## config.mk

```make
export PLATFORM = sky130hd
export DESIGN_NAME = func_unit_scheduler
export DESIGN_NICKNAME = d
export VERILOG_FILES = /design/src/rtl/func_unit_scheduler_pkg.sv /design/src/rtl/func_unit_scheduler_rr_arbiter.sv /design/src/rtl/func_unit_scheduler.sv
export SDC_FILE = /design/constraint.sdc
export NUM_CORES = 1
export LEC_CHECK = 0
export ABC_AREA = 1
export ABC_CLOCK_PERIOD_IN_PS = 4200
export BUFFER_PORTS_ARGS = -buffer_cell sky130_fd_sc_hd__buf_2
export CORE_MARGIN = 2
export CORE_UTILIZATION = 45
export CTS_CLUSTER_DIAMETER = 30
export CTS_CLUSTER_SIZE = 30
export DETAILED_ROUTE_END_ITERATION = 8
export GPL_TIMING_DRIVEN = 0
export PLACE_DENSITY = 0.73
export SETUP_SLACK_MARGIN = 0.2
export SLEW_MARGIN = 30
export SYNTH_ARGS = -nofsm -noshare
export SYNTH_HDL_FRONTEND = slang
export SYNTH_SLANG_ARGS = --single-unit
```

## constraint.sdc

```tcl
create_clock -name clk -period 4.2 [get_ports clk]
set_input_delay 0.21 -clock clk [delete_from_list [all_inputs] [get_ports clk]]
set_output_delay 0.21 -clock clk [all_outputs]
set_load 0.05 [all_outputs]
```

## src/rtl/func_unit_scheduler_pkg.sv

```systemverilog
// Shared types and default sizes for the functional-unit scheduler.
// FUNC_SCHED_FLUSH_EN adds the flush input to func_unit_scheduler.
package func_unit_scheduler_pkg;

   localparam int NUM_FUNC_UNITS    = 5;
   localparam int FUNC_UNIT_OP_SIZE = 3;
   localparam int FU_LAT_SIZE       = 4;
   localparam int FU_ROB_ID_SIZE    = 4;
   localparam int FU_DATA_WIDTH     = 32;

   typedef enum logic [1:0] {
      FU_IDLE = 2'd0,
      FU_BUSY = 2'd1,
      FU_DONE = 2'd2
   } fu_state_e;

   // Round-robin successor with wrap at n.
   function automatic int rr_next(input int idx, input int n);
      return (idx + 1 >= n) ? 0 : idx + 1;
   endfunction

endpackage

```

## src/rtl/func_unit_scheduler_rr_arbiter.sv

```systemverilog
// Combinational round-robin arbiter; the pointer register lives in the parent.
// Grants the first request at or after ptr, wrapping to index 0.
module rr_arbiter #(
   parameter int N  = 5,
   parameter int IW = 3
) (
   input  logic [N-1:0]  req,
   input  logic [IW-1:0] ptr,
   output logic [N-1:0]  gnt,
   output logic [IW-1:0] gnt_idx,
   output logic          any
);

   logic [N-1:0] req_hi;
   logic [N-1:0] req_lo;

   always_comb begin
      req_hi = '0;
      req_lo = '0;
      for (int i = 0; i < N; i++) begin
         if (i >= int'(ptr)) req_hi[i] = req[i];
         else                req_lo[i] = req[i];
      end
   end

   // Upper half (>= ptr) has priority, then the wrapped lower half.
   always_comb begin
      gnt     = '0;
      gnt_idx = '0;
      any     = 1'b0;
      for (int i = 0; i < N; i++) begin
         if (!any && req_hi[i]) begin
            any     = 1'b1;
            gnt[i]  = 1'b1;
            gnt_idx = IW'(i);
         end
      end
      for (int i = 0; i < N; i++) begin
         if (!any && req_lo[i]) begin
            any     = 1'b1;
            gnt[i]  = 1'b1;
            gnt_idx = IW'(i);
         end
      end
   end

endmodule

```

## src/rtl/func_unit_scheduler.sv

```systemverilog
// Functional-unit occupancy tracker and writeback arbiter.
// Define FUNC_SCHED_FLUSH_EN to add the flush input.
module func_unit_scheduler
   import func_unit_scheduler_pkg::*;
#(
   parameter int NUM_UNITS    = NUM_FUNC_UNITS,
   parameter int UNIT_ID_SIZE = FUNC_UNIT_OP_SIZE,
   parameter int LAT_SIZE     = FU_LAT_SIZE,
   parameter int ROB_ID_SIZE  = FU_ROB_ID_SIZE,
   parameter int DATA_WIDTH   = FU_DATA_WIDTH
) (
   input  logic                          clk,
   input  logic                          reset,
   input  logic                          issue_valid,
   input  logic [UNIT_ID_SIZE-1:0]       issue_unit,
   input  logic [LAT_SIZE-1:0]           issue_latency,
   input  logic [ROB_ID_SIZE-1:0]        issue_rob_id,
   input  logic [NUM_UNITS*DATA_WIDTH-1:0] unit_result,
   input  logic                          wb_ready,
   output logic [NUM_UNITS-1:0]          free_units,
   output logic                          issue_err,
   output logic                          wb_valid,
   output logic [UNIT_ID_SIZE-1:0]       wb_unit,
   output logic [ROB_ID_SIZE-1:0]        wb_rob_id,
   output logic [DATA_WIDTH-1:0]         wb_data
`ifdef FUNC_SCHED_FLUSH_EN
   ,
   input  logic                          flush
`endif
);

   logic flush_act;

`ifdef FUNC_SCHED_FLUSH_EN
   assign flush_act = flush;
`else
   assign flush_act = 1'b0;
`endif

   fu_state_e               state_q [NUM_UNITS];
   fu_state_e               state_d [NUM_UNITS];
   logic [LAT_SIZE-1:0]     cnt_q   [NUM_UNITS];
   logic [LAT_SIZE-1:0]     cnt_d   [NUM_UNITS];
   logic [ROB_ID_SIZE-1:0]  rob_q   [NUM_UNITS];
   logic [ROB_ID_SIZE-1:0]  rob_d   [NUM_UNITS];

   logic [NUM_UNITS-1:0]    done_req;
   logic [NUM_UNITS-1:0]    issue_sel;
   logic [NUM_UNITS-1:0]    issue_take;
   logic                    issue_ok;
   logic [LAT_SIZE-1:0]     issue_lat;

   logic [UNIT_ID_SIZE-1:0] rr_ptr_q;
   logic [NUM_UNITS-1:0]    gnt;
   logic [UNIT_ID_SIZE-1:0] gnt_idx;
   logic                    gnt_any;
   logic                    grant_en;
   logic [NUM_UNITS-1:0]    gnt_fire;
   logic [ROB_ID_SIZE-1:0]  sel_rob;
   logic [DATA_WIDTH-1:0]   sel_data;

   // Out-of-range indices match no bit, so they are rejected here.
   always_comb begin
      issue_sel = '0;
      for (int i = 0; i < NUM_UNITS; i++)
         issue_sel[i] = (issue_unit == UNIT_ID_SIZE'(i));
   end

   assign issue_ok   = issue_valid && !flush_act
                    && |(issue_sel & free_units);
   assign issue_take = issue_sel & {NUM_UNITS{issue_ok}};
   assign issue_lat  = (issue_latency == '0) ? LAT_SIZE'(1)
                                             : issue_latency;

   assign grant_en = (!wb_valid || wb_ready) && !flush_act;
   assign gnt_fire = gnt & {NUM_UNITS{grant_en}};

   rr_arbiter #(
      .N  (NUM_UNITS),
      .IW (UNIT_ID_SIZE)
   ) u_arb (
      .req     (done_req),
      .ptr     (rr_ptr_q),
      .gnt     (gnt),
      .gnt_idx (gnt_idx),
      .any     (gnt_any)
   );

   always_ff @(posedge clk or negedge reset) begin
      if (!reset) begin
         for (int i = 0; i < NUM_UNITS; i++) begin
            state_q[i] <= FU_IDLE;
            cnt_q[i]   <= '0;
            rob_q[i]   <= '0;
         end
      end else begin
         for (int i = 0; i < NUM_UNITS; i++) begin
            state_q[i] <= state_d[i];
            cnt_q[i]   <= cnt_d[i];
            rob_q[i]   <= rob_d[i];
         end
      end
   end

   always_comb begin
      for (int i = 0; i < NUM_UNITS; i++) begin
         state_d[i] = state_q[i];
         cnt_d[i]   = cnt_q[i];
         rob_d[i]   = rob_q[i];
         unique case (state_q[i])
            FU_IDLE: begin
               if (issue_take[i]) begin
                  state_d[i] = FU_BUSY;
                  cnt_d[i]   = issue_lat;
                  rob_d[i]   = issue_rob_id;
               end
            end
            FU_BUSY: begin
               cnt_d[i] = cnt_q[i] - LAT_SIZE'(1);
               if (cnt_q[i] == LAT_SIZE'(1))
                  state_d[i] = FU_DONE;
            end
            FU_DONE: begin
               if (gnt_fire[i])
                  state_d[i] = FU_IDLE;
            end
            default: state_d[i] = FU_IDLE;
         endcase
         if (flush_act)
            state_d[i] = FU_IDLE;
      end
   end

   always_comb begin
      free_units = '0;
      done_req   = '0;
      for (int i = 0; i < NUM_UNITS; i++) begin
         free_units[i] = (state_q[i] == FU_IDLE);
         done_req[i]   = (state_q[i] == FU_DONE);
      end
   end

   always_comb begin
      sel_rob  = '0;
      sel_data = '0;
      for (int i = 0; i < NUM_UNITS; i++) begin
         if (gnt[i]) begin
            sel_rob  = sel_rob | rob_q[i];
            sel_data = sel_data
                     | unit_result[i*DATA_WIDTH +: DATA_WIDTH];
         end
      end
   end

   // A stalled beat (valid && !ready) keeps every wb_* field frozen.
   always_ff @(posedge clk or negedge reset) begin
      if (!reset) begin
         wb_valid  <= 1'b0;
         wb_unit   <= '0;
         wb_rob_id <= '0;
         wb_data   <= '0;
         rr_ptr_q  <= '0;
      end else if (flush_act) begin
         wb_valid  <= 1'b0;
         rr_ptr_q  <= '0;
      end else if (grant_en) begin
         if (gnt_any) begin
            wb_valid  <= 1'b1;
            wb_unit   <= gnt_idx;
            wb_rob_id <= sel_rob;
            wb_data   <= sel_data;
            rr_ptr_q  <= UNIT_ID_SIZE'(
               rr_next(int'(gnt_idx), NUM_UNITS));
         end else begin
            wb_valid  <= 1'b0;
         end
      end
   end

   always_ff @(posedge clk or negedge reset) begin
      if (!reset)
         issue_err <= 1'b0;
      else
         issue_err <= issue_valid && !issue_ok && !flush_act;
   end

endmodule

```

==> impl_results.md <==
* Crit-path slowest cell: clkbuf_1
* Buf/Inv on CP at 3
* Cells after DPL at 1222
* Top cell by count, worst path: nand4_1
* Status: completed
* Final TNS setup at 0 ns
* Worst-Margin Slew at approximately 0.55 ns
* FMAX at just under 400 MHz
* Grt ovf at 0
* Hold Path Class: primary input to flip-flop
* 1st-pass router iterations at 5
* Final Max Tran Viols at 0
* Worst-path clk slew at 0.07 ns
* # IOs at roughly 220
* Yosys reg bits at between 90 and 100
* GRT Util Overall at 24.6%
* Top cell family by delay on the critical path: simple AND/OR/NAND/NOR gates
* Post-Syn Nets at 1015
* Tmin final at between 2 and 3 ns
* First-pass GRT wire length at 26300 um
* Max Cap Violations at 0
* Final cell count without fillers at 1239
* Post-synthesis area per instance at 6.91 um^2
* Post-synth EDFFs at 0
* CP arrival at 2.76 ns
* Final setup fails at 0
* Critical path peak fanout at 10
* Initial Util at 45.8%
* Final #Nets at roughly 1200
* Iter 0 DRT Violations at ~500
* Worst skew pair latency at 0.34 ns
* Std-Cell Rows at 41
* Antenna Cells at 0
* Number of global-route vias before repair at approximately 5300
* Initial antenna violation count at 0
* Routed Antenna Nets at 0
* Count leader, synth: nand2_1
* Largest area contributor in the netlist: dfrtp_1
* Yosys cell types at 32
* VDD IR max at 306 uV
* RSZ-0062 raised after global routing: no
* Worst-case clock skew at approximately 0.0095 ns
* Final Worst Setup Slack at between 1.5 and 2 ns
* H-tree depth at 3
* Via count at 6180
* P&R area growth vs syn at 29.6%
* I/O Buffers at 220
* Ys flop type: dfrtp_1
* Critical-path cell list: inv_1, nor2_1, nand3_2, nand4_1, clkbuf_1, nand4_1, inv_1, ha_1, nand2_1, nand4_1, nand2_1
* Crit Path Category: flip-flop to flip-flop
* Cells after Synth at 829
* Root Buffer: clkbuf_16
* Clk buf depth at 2
* Die W at 117 um
* Die area at 13700 um^2
* Number of hold violations in the final report at 0
* Slew HR at a little under two thirds
* Power Dens Cells at 872 nW/um^2
* Wirelength per Cell at about 14 um
* Synth top area cells: dfrtp_1 (41%), nand2_1 (19%), nor2_1 (7.3%), a21oi_1 (4.8%), inv_1 (4.7%)
* Die Height at 117 um
* TritonCTS Buffers at 9
* Ys async rst share at 100%
* CTS tree: yes
* Synth top area share at 41.0%
* Crit end category: flip-flop
* Post-CTS setup buffers at 0
* Required time of the worst setup path at ~4.4 ns
* DRC at 0
* WL final at roughly 17000 um
* Slowest cell delay on critical path at 0.49 ns
* Detail Placement HPWL at 13300 um
* Core ar. at ~13000 um^2
* Share of layout cells above drive strength 1 at 26.5%
* Crit share post-route at between 60 and 70%
* Mapped Area at 5730 um^2
* Sinks on Clock Net at 94
* Placement Setup Slack at 1.72 ns
* Top cells by count, synth: nand2_1 (288), nor2_1 (111), dfrtp_1 (94)
* Vias/cell at 4.99
* Seq/Total Area, Yosys at 41.0%
* Placer Congestion at 0.897
* Largest net degree at the start of global routing at 55
* Ys Warns at 0
* Pleak at 4.10 nW
* Worst setup SP type: flip-flop
-- power breakdown --
part	total [mW]	switching, mW	internal, mW
Clock	0.929	0.348	0.581
Sequential	1.58	0.244	1.34
Combinational	3.97	2.74	1.23
Total	6.48	3.33	3.15
-- metrics by stage --
| step | total power [mW] | area (um^2) | hold slack, ns | util [%] |
|---|---|---|---|---|
| floorplan | 4.52 | 5730 | -0.0856 | - |
| global placement | 5.47 | 7050 | 0.450 | 56.3 |
| detailed placement | 5.56 | 7080 | 0.154 | 56.6 |
| CTS | 6.50 | 7430 | 0.0931 | 59.4 |
| global route | 7.05 | 7430 | 0.114 | 59.4 |
| finish | 6.48 | 7430 | 0.0989 | 59.4 |
-- layer usage --
| metal | up-vias | global-route usage [%] | routed length [um] |
|---|---|---|---|
| li1 | 3114 | - | - |
| met1 | 2856 | 33.2 | 7460 |
| met2 | 189 | 41.3 | 8590 |
| met3 | 21 | 3.60 | 1120 |
| met4 | 0 | 7.22 | 267 |
| met5 | - | 0 | 0 |
-- cell usage in the layout (no fill, tap or decap), types with 3 or more instances in the layout --
| cell type | netlist | layout |
|---|---|---|
| bufinv_16 | 0 | 3 |
| o221ai_1 | 8 | 8 |
| nand2_2 | 3 | 3 |
| ha_1 | 11 | 11 |
| a21boi_0 | 21 | 21 |
| o211ai_1 | 5 | 5 |
| clkbuf_16 | 0 | 9 |
| o21ai_0 | 23 | 23 |
| o21ai_1 | 6 | 6 |
| inv_1 | 72 | 72 |
| o22ai_1 | 6 | 6 |
| nand3_1 | 50 | 50 |
| nand3_2 | 4 | 4 |
| nor3_1 | 6 | 6 |
| buf_6 | 3 | 4 |
| inv_2 | 7 | 7 |
| dfrtp_1 | 94 | 94 |
| buf_4 | 9 | 9 |
| nand2_1 | 288 | 288 |
| buf_2 | 15 | 234 |
| nor2_1 | 111 | 111 |
| nand4_1 | 8 | 8 |
| a21oi_1 | 55 | 55 |
| clkbuf_1 | 11 | 12 |
-- state kept, by name, indices dropped and copies added, names as in the netlist --
| signal | cells |
|---|---|
| wb_valid | 1 |
| rr_ptr_q | 3 |
| cnt_q | 20 |
| wb_data | 32 |
| state_q | 10 |
| wb_unit | 3 |
| wb_rob_id | 4 |
| rob_q | 20 |
| issue_err | 1 |
-- timing repair --
item / CTS / global route
endpoints found under the hold margin: 40 / 0
endpoints found under the setup margin: 0 / 0
resized for setup: 0 / 0
hold buffers: 1 / 0
-- final cells by class --
class / count / area (um^2)
repair buffers: 222 / 1140
inverters: 79 / 297
plain buffers: 38 / 218
fillers: 1231 / 5090
clock inverters: 6 / 110
clock buffers: 10 / 229
flip-flops and latches: 94 / 2350
multi-input cells: 618 / 2870
well taps: 172 / 215
-- logic make-up (layout without fill, tap and decap cells) --
group           count (synthesis)  after routing  share of synthesized area (%)
simple gates                  475            475                           33.9
compound gates                130            130                           13.4
buf+inv                       117            355                           8.97
flops                          94             94                           41.0
fa+ha+maj                      11             11                           2.40
xor+xnor                        1              1                          0.153
mux                             1              1                          0.175
-- worst paths after layout --
kind,to,depth (start not counted),slack [ns],startpoint
worst min-delay path,issue_err,3,0.1,issue_valid
min in group asynchronous,cnt_q[17],2,0.34,reset
max in group asynchronous,rob_q[0],3,3.26,reset
worst min register to register,wb_data[12],2,0.47,wb_data[12]
worst max register to register,rr_ptr_q[2],11,1.67,state_q[9]
worst max-delay path,rr_ptr_q[2],11,1.67,state_q[9]
-- worst min-delay path: stages --
cell,delay (ns)
buf_2,0.11
inv_1,0.05
nor2_1,0.04
(Power assumes the default switching activity.)
